File: src/rtl/rob_pkg.sv
// Shared types and default widths for the reorder buffer and its commit stage.
package rob_pkg;

  localparam int ROB_DATA_W = 16;
  localparam int ROB_TAG_W  = 3;
  localparam int ROB_REG_W  = 3;

  typedef enum logic [1:0] {
    OP_REG    = 2'b00,
    OP_STORE  = 2'b01,
    OP_BRANCH = 2'b10,
    OP_NOP    = 2'b11
  } rob_op_t;

  typedef enum logic [1:0] {
    RUN     = 2'b00,
    ST_WAIT = 2'b01,
    FLUSH   = 2'b10
  } commit_state_t;

endpackage

File: src/rtl/rob_commit_perf_ctr.sv
// Retirement and mispredict-flush event counters for the commit stage.
// Only instantiated when COMMIT_PERF_EN is defined.
module commit_perf_ctr (
  input  logic        clk,
  input  logic        rst,
  input  logic        retire,
  input  logic        flush,
  output logic [31:0] retired_cnt,
  output logic [15:0] flush_cnt
);

  // Free-running wrapping counters, cleared by reset.
  always_ff @(posedge clk) begin
    if (rst) begin
      retired_cnt <= '0;
      flush_cnt   <= '0;
    end else begin
      if (retire) retired_cnt <= retired_cnt + 32'd1;
      if (flush)  flush_cnt   <= flush_cnt + 16'd1;
    end
  end

endmodule

File: src/rtl/rob_commit.sv
// In-order retirement stage watching the ROB head: register writes, store
// handshake with data memory, and mispredict flush/redirect.
// Optional feature: define COMMIT_PERF_EN to build the retire/flush counters;
// otherwise retired_cnt and flush_cnt are tied to zero.
module rob_commit
  import rob_pkg::*;
#(
  parameter int DATA_W = ROB_DATA_W,
  parameter int TAG_W  = ROB_TAG_W,
  parameter int REG_W  = ROB_REG_W
) (
  input  logic              clk,
  input  logic              rst,
  input  logic              rob_empty,
  input  logic              rob_ready,
  input  rob_op_t           rob_op,
  input  logic [TAG_W-1:0]  rob_tag,
  input  logic [REG_W-1:0]  rob_dest,
  input  logic [DATA_W-1:0] rob_value,
  input  logic [DATA_W-1:0] rob_addr,
  input  logic              rob_mispredict,
  output logic              rob_re,
  output logic              rf_we,
  output logic [REG_W-1:0]  rf_idx,
  output logic [DATA_W-1:0] rf_data,
  output logic [TAG_W-1:0]  rf_tag,
  output logic              st_req,
  output logic [DATA_W-1:0] st_addr,
  output logic [DATA_W-1:0] st_data,
  input  logic              st_ack,
  output logic              flush,
  output logic [DATA_W-1:0] redirect_pc,
  output logic [31:0]       retired_cnt,
  output logic [15:0]       flush_cnt
);

  commit_state_t state, state_n;
  logic          committable;
  logic          take_store;
  logic          take_mispredict;

  // State register.
  always_ff @(posedge clk) begin
    if (rst) state <= RUN;
    else     state <= state_n;
  end

  // Next state and commit strobes; everything held low while in reset.
  always_comb begin
    state_n         = state;
    rob_re          = 1'b0;
    rf_we           = 1'b0;
    take_store      = 1'b0;
    take_mispredict = 1'b0;
    committable     = !rob_empty && rob_ready;
    if (!rst) begin
      case (state)
        RUN: begin
          if (committable) begin
            case (rob_op)
              OP_REG: begin
                rob_re = 1'b1;
                rf_we  = 1'b1;
              end
              OP_STORE: begin
                // The store stays at the head until memory acknowledges it.
                take_store = 1'b1;
                state_n    = ST_WAIT;
              end
              OP_BRANCH: begin
                rob_re = 1'b1;
                if (rob_mispredict) begin
                  take_mispredict = 1'b1;
                  state_n         = FLUSH;
                end
              end
              default: rob_re = 1'b1;
            endcase
          end
        end
        ST_WAIT: begin
          if (st_ack) begin
            rob_re  = 1'b1;
            state_n = RUN;
          end
        end
        FLUSH:   state_n = RUN;
        default: state_n = RUN;
      endcase
    end
  end

  // Store request and redirect target captured when the head is accepted.
  always_ff @(posedge clk) begin
    if (rst) begin
      st_addr     <= '0;
      st_data     <= '0;
      redirect_pc <= '0;
    end else begin
      if (take_store) begin
        st_addr <= rob_addr;
        st_data <= rob_value;
      end
      if (take_mispredict) redirect_pc <= rob_addr;
    end
  end

  assign st_req  = (state == ST_WAIT) && !rst;
  assign flush   = (state == FLUSH) && !rst;
  assign rf_idx  = rf_we ? rob_dest  : '0;
  assign rf_data = rf_we ? rob_value : '0;
  assign rf_tag  = rf_we ? rob_tag   : '0;

`ifdef COMMIT_PERF_EN
  commit_perf_ctr u_perf (
    .clk         (clk),
    .rst         (rst),
    .retire      (rob_re),
    .flush       (flush),
    .retired_cnt (retired_cnt),
    .flush_cnt   (flush_cnt)
  );
`else
  assign retired_cnt = '0;
  assign flush_cnt   = '0;
`endif

endmodule
File: config.mk
export PLATFORM = sky130hd
export DESIGN_NAME = rob_commit
export DESIGN_NICKNAME = d
export VERILOG_FILES = /design/src/rtl/rob_pkg.sv /design/src/rtl/rob_commit_perf_ctr.sv /design/src/rtl/rob_commit.sv
export SDC_FILE = /design/constraint.sdc
export NUM_CORES = 1
export LEC_CHECK = 0
export BUFFER_PORTS_ARGS = -buffer_cell sky130_fd_sc_hd__buf_2
export CAP_MARGIN = 20
export CORE_MARGIN = 1.5
export CORE_UTILIZATION = 42
export CTS_CLUSTER_DIAMETER = 120
export DETAILED_ROUTE_END_ITERATION = 12
export GPL_TIMING_DRIVEN = 0
export PLACE_DENSITY = 0.84
export SLEW_MARGIN = 5
export SYNTH_ARGS = -nofsm -noshare
export SYNTH_HDL_FRONTEND = slang
export SYNTH_HIERARCHICAL = 1
export SYNTH_SLANG_ARGS = --single-unit
File: constraint.sdc
create_clock -name clk -period 2.25 [get_ports clk]
set_clock_uncertainty 0.05 [all_clocks]
set_input_delay 0.45 -clock clk [delete_from_list [all_inputs] [get_ports clk]]
set_output_delay 0.45 -clock clk [all_outputs]
set_load 0.01 [all_outputs]
; After elaboration in Yosys (flattened, before gate mapping)
; Index checks and enable logic that the tools add are counted.
[totals]
register_bits = 50
input_bits = 46
out_inout_bits = 122
word_cells = 46
[classes]
n_eq_ne = 8
mux = 26
n_reduce_logical = 8
[op_table]
columns = operator, n
row1 = $mux W1, 17
row2 = $mux W16, 1
row3 = $pmux W2 S2, 2
row4 = $mux W2, 3
row5 = $mux W3, 2
row6 = $eq A2 B1 Y1 const B, 2
row7 = $eq A2 B2 Y1 const B, 2
row8 = $logic_not A2 Y1, 2
row9 = $ne A2 B2 Y1 const B, 2
row10 = $reduce_and A4 Y1, 1
row11 = $logic_and A1 B1 Y1, 3
row12 = $ne A3 B1 Y1 const B, 1
row13 = $ne A3 B3 Y1 const B, 1
row14 = $logic_not A1 Y1, 2
row15 = $pmux W1 S2, 1

; Longest topological paths before layout
; Gate-level depths: netlist of run 1.
[depth]
depth_word = 6
ltp_mapped = 5
mapped_depth_nobuf = 3

; Worst setup path before layout of run 1
; Ideal clock, no wire load.
[synth_timing]
path_type = in2out
start = input port rob_empty
end = output port rf_data[10]
arrival_ns = 1.618
t_required_ns = 1.750
slack_ns = 0.132
path_stages = 5
n_path_buf = 2
path_cell_list = or3b_1 buf_6 nor4b_4 buf_6 and2_1
[synth_between]
elab_chain_len = 6
[synth_lines]
columns = item, line
row1 = from (decl), rob_commit.sv:14  ; input logic rob_empty,
row2 = $logic_not A1 Y1, rob_commit.sv:55  ; committable = !rob_empty && rob_ready;
row3 = $logic_and A1 B1 Y1, rob_commit.sv:55
row4 = $mux W1, rob_commit.sv:59  ; if (committable) begin
row5 = $mux W1, rob_commit.sv:57  ; case (state)
row6 = $mux W1, rob_commit.sv:56  ; if (!rst) begin
row7 = named net rf_we, rob_commit.sv:23  ; output logic rf_we,
row8 = $mux W16, rob_commit.sv:111  ; assign rf_data = rf_we ? rob_value : '0;
row9 = to (decl), rob_commit.sv:25  ; output logic [DATA_W-1:0] rf_data,
; The timed path passes the listed nets, and every way through them passes these cells.

; Worst setup path in the final report of run 1
[layout_timing]
start = register state[1]
end = output port rf_data[13]
[layout_between]
elab_chain_len = 4
[layout_lines]
columns = item, line
row1 = from (decl), rob_commit.sv:37  ; commit_state_t state, state_n;
row2 = from (signal assigned), rob_commit.sv:45  ; else state <= state_n;
row3 = $logic_not A2 Y1, rob_commit.sv:57
row4 = $mux W1, rob_commit.sv:57
row5 = $mux W1, rob_commit.sv:56
row6 = $mux W16, rob_commit.sv:111
; Every way passes these cells.

==> impl_metrics.ini, run 1 <==
[route]
wl_met3_um = 491
drc_errors = 0
postRouteAntennaNets = 0
dr_total_vias = 2616
drt_pass1_iterations = 4
vias_per_cell = 4.72
wl_met2_mm = 3.94
post_drt_wl_per_cell_um = 13.6
drt_iter0_drc = 114
drt-met1-wl_mm = 3.03
drt_wl_total_mm = 7.52
top_layer = met4

[placed_design]
io_buffers = 119
hpwl_mm = 5.26
place_area_sq_um = 3350
gp_congestion = 0.752

[hold_path]
hp-start = rob_addr[11]
hold_depth = 3
min_path_type = input port to flop

[critical_path]
cp_slowest_cell = or3b_4
max_stage_delay_ps = 410
startpoint_type = flop
cp.buffers_inverters = 3
end_kind = primary output
crit_required_ps = 1750
rr_startpoint = state[1]
path_class = flop to primary output
crit_fanout = 6
critPathTopFamily = simple AND/OR/NAND/NOR gates
crit_top_cell = buf_6
cp.depth = 6
path_cells = or3b_4 -> nor4b_4 -> buf_6 -> buf_6 -> and2_4 -> buf_6
startpoint = state[1]
r2r_slack_ps = 240
reg2reg_depth = 5
critPathArrivalTime_ps = 1870

[power_and_ir_drop]
power.total_uw = 1750
leakagePower_uw = 0.00188
clock_power_share_pct = 31.6
intPower_uw = 1280
netSwitchingPower_uw = 470
switching_share_pct = 26.9
power_density_nw_per_um2 = 479
combPwrFrac_pct = 16.5
pwr-share-seq_pct = 51.9
ir_drop_uv = 260

[global_route]
grt_pass1_wl_mm = 10.8
antenna_found_initial = 0
grt_overflow = 0
grt_pass1_vias = 2263
grt_use_total_pct = 21.8
grt_max_degree = 16

[synthesis]
synth-adder-area-share_pct = 0
synthMuxAreaShare_pct = 0.403
yosys-top-cells-area = dfxtp_1 (40%), buf_4 (14%), o21ai_0 (8.9%)
ys_types = 25
postSynthCellCount = 304
synth_simple_gate_area_share_pct = 22.4
synthesis.area_sq_um = 2490
synth_top_area_cell = dfxtp_1
synth-compound-area-share_pct = 15.9
synth_top_area_share_pct = 40.3
synth_seq_cells = 50
synth_top_family_by_area = simple AND/OR/NAND/NOR gates
yosys.area_share.xor_xnor_pct = 0
ys.warnings.count = 6
synth-seq-area-share_pct = 40.3
syn_area_per_cell_sq_um = 8.18

[clock_network]
cts_sinks = 50
clkLatencyLatePin_ps = 300
cts_tree = yes
hold_buffers = 0
cts_buffer_depth = 2
htreeDepth = 2
root_buffer = clkbuf_8
clkSlewWorstSetupHoldPaths_ps = 90
numCtsBuffers = 5

[sta]
maxSlewViolCount = 0
max_slew_margin_pct = 65.8
timing.final.crit_share_pct = 105
max_freq_mhz = 422
hold_violations = 0
worst_pin_slew_ps = 510
rsz0062_at_grt = yes
finalCriticalPeriod_ps = 2370
setup_viol = 22
layout_setup_ws_ps = -117

[floorplan]
rows = 27
start_util_pct = 44.3
chipHeight_um = 79.9
ioPinCount = 168
fp.dieArea_sq_um = 6390
design.core.area_sq_um = 5610
die_width_um = 79.9

[status]
violations = negative setup slack
outcome = finished with violations

[layout]
nFillCells = 520
drive_above_1_share_pct = 42.9
n_antenna_cell = 0
final_area_sq_um = 3650
syn2layout_area_growth_pct = 46.9
final_nets = 527

[job]
drv_cap = 0
## registers in the layout (all words and copies together), names as in the netlist
register,cells
redirect_pc,16
state,2
st_addr,16
st_data,16
## layout make-up
class	count	area [sq um]	area share, %
tap	72	90.1	2.47
buffer	68	450	12.3
multi-input combinational	217	1190	32.6
timing repair buffer	125	771	21.1
clock buffer	6	82.6	2.26
sequential	50	1000	27.4
clock inverter	2	12.5	0.343
inverter	14	52.6	1.44
## Yosys cell counts
master and n:
nand4_1 3, nand3_1 29, or3b_1 1, a32o_1 1
buf_6 3, inv_1 13, nand2b_1 2, buf_4 48
dfxtp_1 50, o32a_1 1, o21ai_1 3, conb_1 1
and3b_1 1, nand2_1 36, o311ai_0 16, inv_2 1
nor3b_2 1, nor4b_4 2, and2_0 1, mux2i_1 1
nor2_1 3, nand3b_1 1, and2_1 23, clkbuf_1 19
o21ai_0 44
## per-stage QoR
stage	util (%)	setup TNS [ps]	hold slack, ps	instances	worst slack (ps)
after floorplan	-	0	423	351	132
after global placement	59.7	-4290	384	542	-222
after detailed placement	59.7	-4240	391	542	-212
after CTS	63.8	-2350	318	555	-124
after global routing	65.1	-4350	319	554	-217
final	65.1	-2180	323	554	-117
## logic make-up after synthesis
kind of cell	count (synthesis)
buffers and inverters	84
multiplexers	1
other	1
AO/OA/AOI/OAI	65
AND/OR/NAND/NOR	103
flip-flops	50
## per-layer routing
metal	track usage, %	up-vias
met5	0	-
met4	4.83	0
met3	4.91	6
met2	39.7	109
met1	26.0	1212
li1	-	1289
## timing repair
item / in CTS / in global routing
setup buffers: 4 / 0
pin swaps: 21 / 4
gates cloned: 2 / 0
endpoints found under the setup margin: 23 / 23
gates resized for setup: 23 / 20
endpoints found under the hold margin: 0 / 0
## worst register-to-register path, stage by stage, from the launching register on
cell      delay (ps)
dfxtp_2          330
buf_4            130
nor3b_2          460
and2_0           360
clkbuf_1         380
o21ai_0          170
## layout by cell type, fill, tap and decap left out, types with 3 or more instances in the layout
cell / count
nand4_1: 3
o21ai_0: 44
nand3_1: 29
clkbuf_8: 6
inv_1: 13
and2_4: 18
and2_1: 5
o21ai_1: 3
clkbuf_1: 18
buf_4: 51
o311ai_0: 16
conb_1: 48
nor2_1: 3
buf_6: 24
dfxtp_1: 49
buf_2: 100
nand2_1: 36
## power by group through the flow
stage | clock network, uW | registers [uW] | logic [uW]
2_1_floorplan | 0 | 935 | 168
3_3_place_gp | 0 | 927 | 267
3_5_place_dp | 0 | 928 | 270
4_1_cts | 568 | 908 | 278
5_1_grt | 603 | 911 | 315
6_report | 552 | 908 | 288
## final timing paths
check                              endpoint
worst max-delay path            rf_data[13]
worst min-delay path            st_addr[11]
worst max register to register   st_addr[4]
worst min register to register   st_addr[0]
Power figures use the tool's default switching activity.
==> inputs of run 2 (changes only) <==
--- a/config.mk
+++ b/config.mk
@@ -8,11 +8,11 @@
 export BUFFER_PORTS_ARGS = -buffer_cell sky130_fd_sc_hd__buf_2
 export CAP_MARGIN = 20
 export CORE_MARGIN = 1.5
-export CORE_UTILIZATION = 42
+export CORE_UTILIZATION = 30
 export CTS_CLUSTER_DIAMETER = 120
 export DETAILED_ROUTE_END_ITERATION = 12
 export GPL_TIMING_DRIVEN = 0
-export PLACE_DENSITY = 0.84
+export PLACE_DENSITY = 0.64
 export SLEW_MARGIN = 5
 export SYNTH_ARGS = -nofsm -noshare
 export SYNTH_HDL_FRONTEND = slang
==> run 2 against run 1 <==
Effect of this change:
- the flow still finishes with violations (negative setup slack)
- register-to-register slack lost 30 ps
- wire length increased by 1.4%
- sequential power hardly changed
- final area is 1.8% higher
- cell count grew 6.3%
- fmax barely moved
- combinational power about the same
- setup slack gained 2.2 ps
- power up 4.8%
- count of clock-buffer cells in the layout fell by 1
- critical endpoint is now rf_data[10]
- largest cell class unchanged
- largest power group unchanged
- highest routed layer unchanged
==> impl_metrics.ini, run 2 (synthesis gave the netlist of run 1 again) <==
[status]
outcome = finished with violations
violations = negative setup slack

[clock_network]
clkLatencyLatePin_ps = 290
cts_tree = yes
htreeDepth = 2
root_buffer = clkbuf_8
clkSlewWorstSetupHoldPaths_ps = 100
cts_buffer_depth = 2
cts_sinks = 50
numCtsBuffers = 5

[power_and_ir_drop]
ir_drop_uv = 241
clock_power_share_pct = 34.6
power.total_uw = 1830
intPower_uw = 1360
netSwitchingPower_uw = 474
switching_share_pct = 25.9
pwr-share-seq_pct = 49.5
leakagePower_uw = 0.00190
power_density_nw_per_um2 = 493
combPwrFrac_pct = 15.9

[route]
drc_errors = 0
postRouteAntennaNets = 0
dr_total_vias = 2582
drt_iter0_drc = 71
vias_per_cell = 4.38
drt_wl_total_mm = 7.63
drt_pass1_iterations = 4
post_drt_wl_per_cell_um = 12.9

[sta]
max_freq_mhz = 423
layout_setup_ws_ps = -115
final.setup.tns_ps = -2050
hold_violations = 0
max_slew_margin_pct = 64.0
finalCriticalPeriod_ps = 2360
holdWs_ps = 322
rsz0062_at_grt = yes
maxSlewViolCount = 0
setup_viol = 21
worst_pin_slew_ps = 539
timing.final.crit_share_pct = 105

[layout]
final_common_cell = buf_2
drive_above_1_share_pct = 43.2
final_cell_mix = buf_2 (101), buf_4 (52), dfxtp_1 (49)
top_regs = redirect_pc: 16 flops, st_addr: 16 flops, st_data: 16 flops
n_antenna_cell = 0
syn2layout_area_growth_pct = 49.6
final_nets = 529

[floorplan]
fp.dieArea_sq_um = 8840
chipHeight_um = 94.0
ioPinCount = 168
start_util_pct = 30.6
design.core.area_sq_um = 8130
die_width_um = 94.0
rows = 33

[critical_path]
startpoint_type = flop
crit_top_cell = buf_6
cp.buffers_inverters = 3
end_kind = primary output
cp_slowest_cell = or3b_4
critPathArrivalTime_ps = 1860
path_cells = or3b_4 -> nor4b_4 -> buf_6 -> buf_6 -> and2_4 -> buf_6
path_class = flop to primary output
crit_fanout = 6
max_stage_delay_ps = 390
critPathTopFamily = simple AND/OR/NAND/NOR gates
crit_required_ps = 1750

[global_route]
grt_pass1_vias = 2299
grt_max_degree = 16
grt_pass1_wl_mm = 11.5
grt_use_total_pct = 16.7
antenna_found_initial = 0
grt_overflow = 0

[placed_design]
hpwl_mm = 5.56
io_buffers = 119
gp_congestion = 0.742

[hold_path]
min_path_type = input port to flop

[job]
drv_cap = 0
==> run 2: worst register-to-register path, delay by kind of cell (launching register included) <==
kind	cells	cell delay, ps
AND/OR/NAND/NOR	2	800
buffers and inverters	2	550
flip-flops	1	340
AO/OA/AOI/OAI	1	170
==> run 2: final cells by class <==
type	instances	area [sq um]
repair buffers	126	772
clock buffers	5	68.8
multi-input cells	217	1200
plain buffers	69	455
flip-flops and latches	50	1000
inverters	14	52.6
well taps	105	131
fillers	825	4420
clock inverters	3	40.0
==> run 2: repair_timing <==
| action | in CTS | in global routing |
|---|---|---|
| pin swaps | 22 | 2 |
| setup endpoints to repair | 23 | 26 |
| setup buffers | 4 | 2 |
| cloned | 2 | 0 |
| hold buffers | 0 | 0 |
| resized for setup | 27 | 18 |
==> run 2: path summary, 6_finish.rpt <==
kind	startpoint	endpoint	slack, ps	cells past startpoint
max	state[1]	rf_data[10]	-110	6
min reg2reg	st_data[0]	st_data[0]	410	2
min	rob_addr[7]	st_addr[7]	320	3
max reg2reg	state[1]	st_addr[10]	210	5
==> run 2: power groups by stage <==
stage	clock network [uW]	logic [uW]	registers, uW
6_report	634	290	908
5_1_grt	697	322	910
4_1_cts	654	284	908
3_5_place_dp	0	274	928
3_3_place_gp	0	272	927
2_1_floorplan	0	168	935
==> run 2: stage by stage <==
stage	std cells	utilization, %	cell area, sq um	setup slack, ps
after floorplan	351	-	2660	132
after global placement	575	41.7	3390	-366
after detailed placement	575	41.7	3390	-352
after CTS	589	44.9	3650	-157
after global routing	589	45.7	3720	-209
final	589	45.7	3720	-115
==> run 2: layer usage <==
metal | global-route usage [%] | share of wire [%]
met3 | 3.56 | 6.4
met5 | 0 | 0
met4 | 5.10 | 1.6
met1 | 20.3 | 42
met2 | 29.2 | 50
==> inputs of run 3 (changes only) <==
--- a/config.mk
+++ b/config.mk
@@ -7,12 +7,14 @@
 export LEC_CHECK = 0
 export BUFFER_PORTS_ARGS = -buffer_cell sky130_fd_sc_hd__buf_2
 export CAP_MARGIN = 20
+export CORE_ASPECT_RATIO = 1.25
 export CORE_MARGIN = 1.5
 export CORE_UTILIZATION = 30
 export CTS_CLUSTER_DIAMETER = 120
 export DETAILED_ROUTE_END_ITERATION = 12
 export GPL_TIMING_DRIVEN = 0
 export PLACE_DENSITY = 0.64
+export RECOVER_POWER = 50
 export SLEW_MARGIN = 5
 export SYNTH_ARGS = -nofsm -noshare
 export SYNTH_HDL_FRONTEND = slang
==> run 3 against run 2 <==
Effect of this change:
- the flow still finishes with violations (negative setup slack)
- combinational power decreased by 2%
- wire length shrank 0.20%
- cell count down 1.9%
- utilization rose by 0.43 points
- critical path depth is the same
- flip-flop and latch count stayed put
- via count decreased by 0.15%
- fmax increased by 1.8%
- global-route usage is 0.48 points lower
- largest power group unchanged
==> impl_metrics.ini, run 3 (synthesis gave the netlist of run 1 again) <==
[status]
outcome = finished with violations
violations = negative setup slack

[sta]
layout_setup_ws_ps = -72.2
setup_viol = 22
hold_violations = 0
finalCriticalPeriod_ps = 2320
maxSlewViolCount = 0
max_slew_margin_pct = 64.3
timing.final.crit_share_pct = 103
worst_pin_slew_ps = 536
rsz0062_at_grt = yes
max_freq_mhz = 431

[route]
drt_pass1_iterations = 4
drt_iter0_drc = 132
dr_total_vias = 2578
drt-met1-wl_mm = 3.12
wl_met3_um = 536
drc_errors = 0
top_layer = met4
vias_per_cell = 4.46
wl_met2_mm = 3.87
drt_wl_total_mm = 7.61
post_drt_wl_per_cell_um = 13.2
postRouteAntennaNets = 0

[layout]
finalNonFillerCells = 578
n_antenna_cell = 0
final_cell_mix = clkbuf_1 (67), buf_4 (51), buf_2 (51)
syn2layout_area_growth_pct = 47.2
final_common_cell = clkbuf_1
final_area_sq_um = 3660
drive_above_1_share_pct = 33.3
nFillCells = 859
top_regs = redirect_pc: 16 flops, st_addr: 16 flops, st_data: 16 flops
final_nets = 528

[power_and_ir_drop]
combPwrFrac_pct = 15.4
power_density_nw_per_um2 = 504
clock_power_share_pct = 35.2
netSwitchingPower_uw = 483
leakagePower_uw = 0.00169
ir_drop_uv = 274
pwr-share-seq_pct = 49.4
intPower_uw = 1360
switching_share_pct = 26.2

[floorplan]
chipHeight_um = 105
start_util_pct = 31.4
rows = 36
fp.dieArea_sq_um = 8850
die_width_um = 84.4
ioPinCount = 168
design.core.area_sq_um = 7930

[placed_design]
gp_congestion = 0.709
place_area_sq_um = 3380
hpwl_mm = 5.55
io_buffers = 119
place_inst = 565

[clock_network]
numCtsBuffers = 5
cts_tree = yes
htreeDepth = 2
root_buffer = clkbuf_8
cts_buffer_depth = 2
clkLatencyLatePin_ps = 300
clkSlewWorstSetupHoldPaths_ps = 100
cts_sinks = 50

[global_route]
grt_max_degree = 16
grt_pass1_vias = 2363
antenna_found_initial = 0
grt_overflow = 0
grt_use_total_pct = 16.2
grt_pass1_wl_mm = 11.6

[critical_path]
r2r_slack_ps = 230
end_kind = primary output
crit_fanout = 6
startpoint_type = flop
path_class = flop to primary output
critPathArrivalTime_ps = 1820
crit_required_ps = 1750

[hold_path]
min_path_type = input port to flop

[job]
drv_cap = 0
==> run 3: cell count changes in the layout (fill, tap and decap cells not counted), sizes merged <==
cell / previous run / this run
clkbuf: 24 / 72
clkinvlp: 0 / 1
buf: 176 / 128
clkinv: 2 / 0
==> run 3: power by group through the flow <==
stage / sequential [uW] / clock (uW) / combinational, uW
after floorplan: 935 / 0 / 168
after CTS: 909 / 665 / 279
after global routing: 912 / 695 / 313
after global placement: 928 / 0 / 271
after detailed placement: 928 / 0 / 273
final: 909 / 649 / 284
==> run 3: metal layers <==
metal	global-route usage (%)	vias to the layer above
met5	0	-
met4	4.15	0
met3	3.00	9
met2	28.9	112
met1	19.9	1165
li1	-	1292
==> run 3: critical path: stages (launching register included) <==
cell     delay (ps)
dfxtp_2         330
or3b_4          390
nor4b_4         270
buf_6           180
buf_6           120
and2_4          130
buf_6            90
==> run 3: through the flow <==
stage / setup WS [ps] / TNS [ps] / utilization [%] / power [uW] / hold slack, ps
2_1_floorplan: 132 / 0 / - / 1100 / 423
3_3_place_gp: -278 / -5690 / 42.6 / 1200 / 385
3_5_place_dp: -274 / -5560 / 42.6 / 1200 / 391
4_1_cts: -121 / -2330 / 45.2 / 1850 / 314
5_1_grt: -157 / -3140 / 46.1 / 1920 / 325
6_report: -72.2 / -1350 / 46.1 / 1840 / 321
==> run 3: final cells by class <==
class / instances / area, sq um / share of cell area, %
Clock buffer: 6 / 72.6 / 1.98
Clock inverter: 2 / 37.5 / 1.03
Sequential cell: 50 / 1000 / 27.4
Multi-Input combinational cell: 217 / 1200 / 32.7
Tap cell: 95 / 119 / 3.25
Buffer: 68 / 450 / 12.3
Timing Repair Buffer: 126 / 728 / 19.9
Inverter: 14 / 52.6 / 1.44
==> run 3: worst paths after layout <==
check                from          end  cells past startpoint
max              state[1]   rf_data[3]                      6
min          rob_addr[12]  st_addr[12]                      3
max reg2reg      state[0]  st_addr[14]                      4
min reg2reg    st_addr[0]   st_addr[0]                      2
==> run 3: repair_timing <==
| action | 4_1_cts | 5_1_grt |
|---|---|---|
| gates resized for setup | 12 | 34 |
| endpoints found under the hold margin | 0 | 0 |
| setup buffers | 5 | 0 |
| hold buffers | 0 | 0 |
| pin swaps | 21 | 2 |
| gates cloned | 2 | 0 |
| setup endpoints to repair | 23 | 23 |
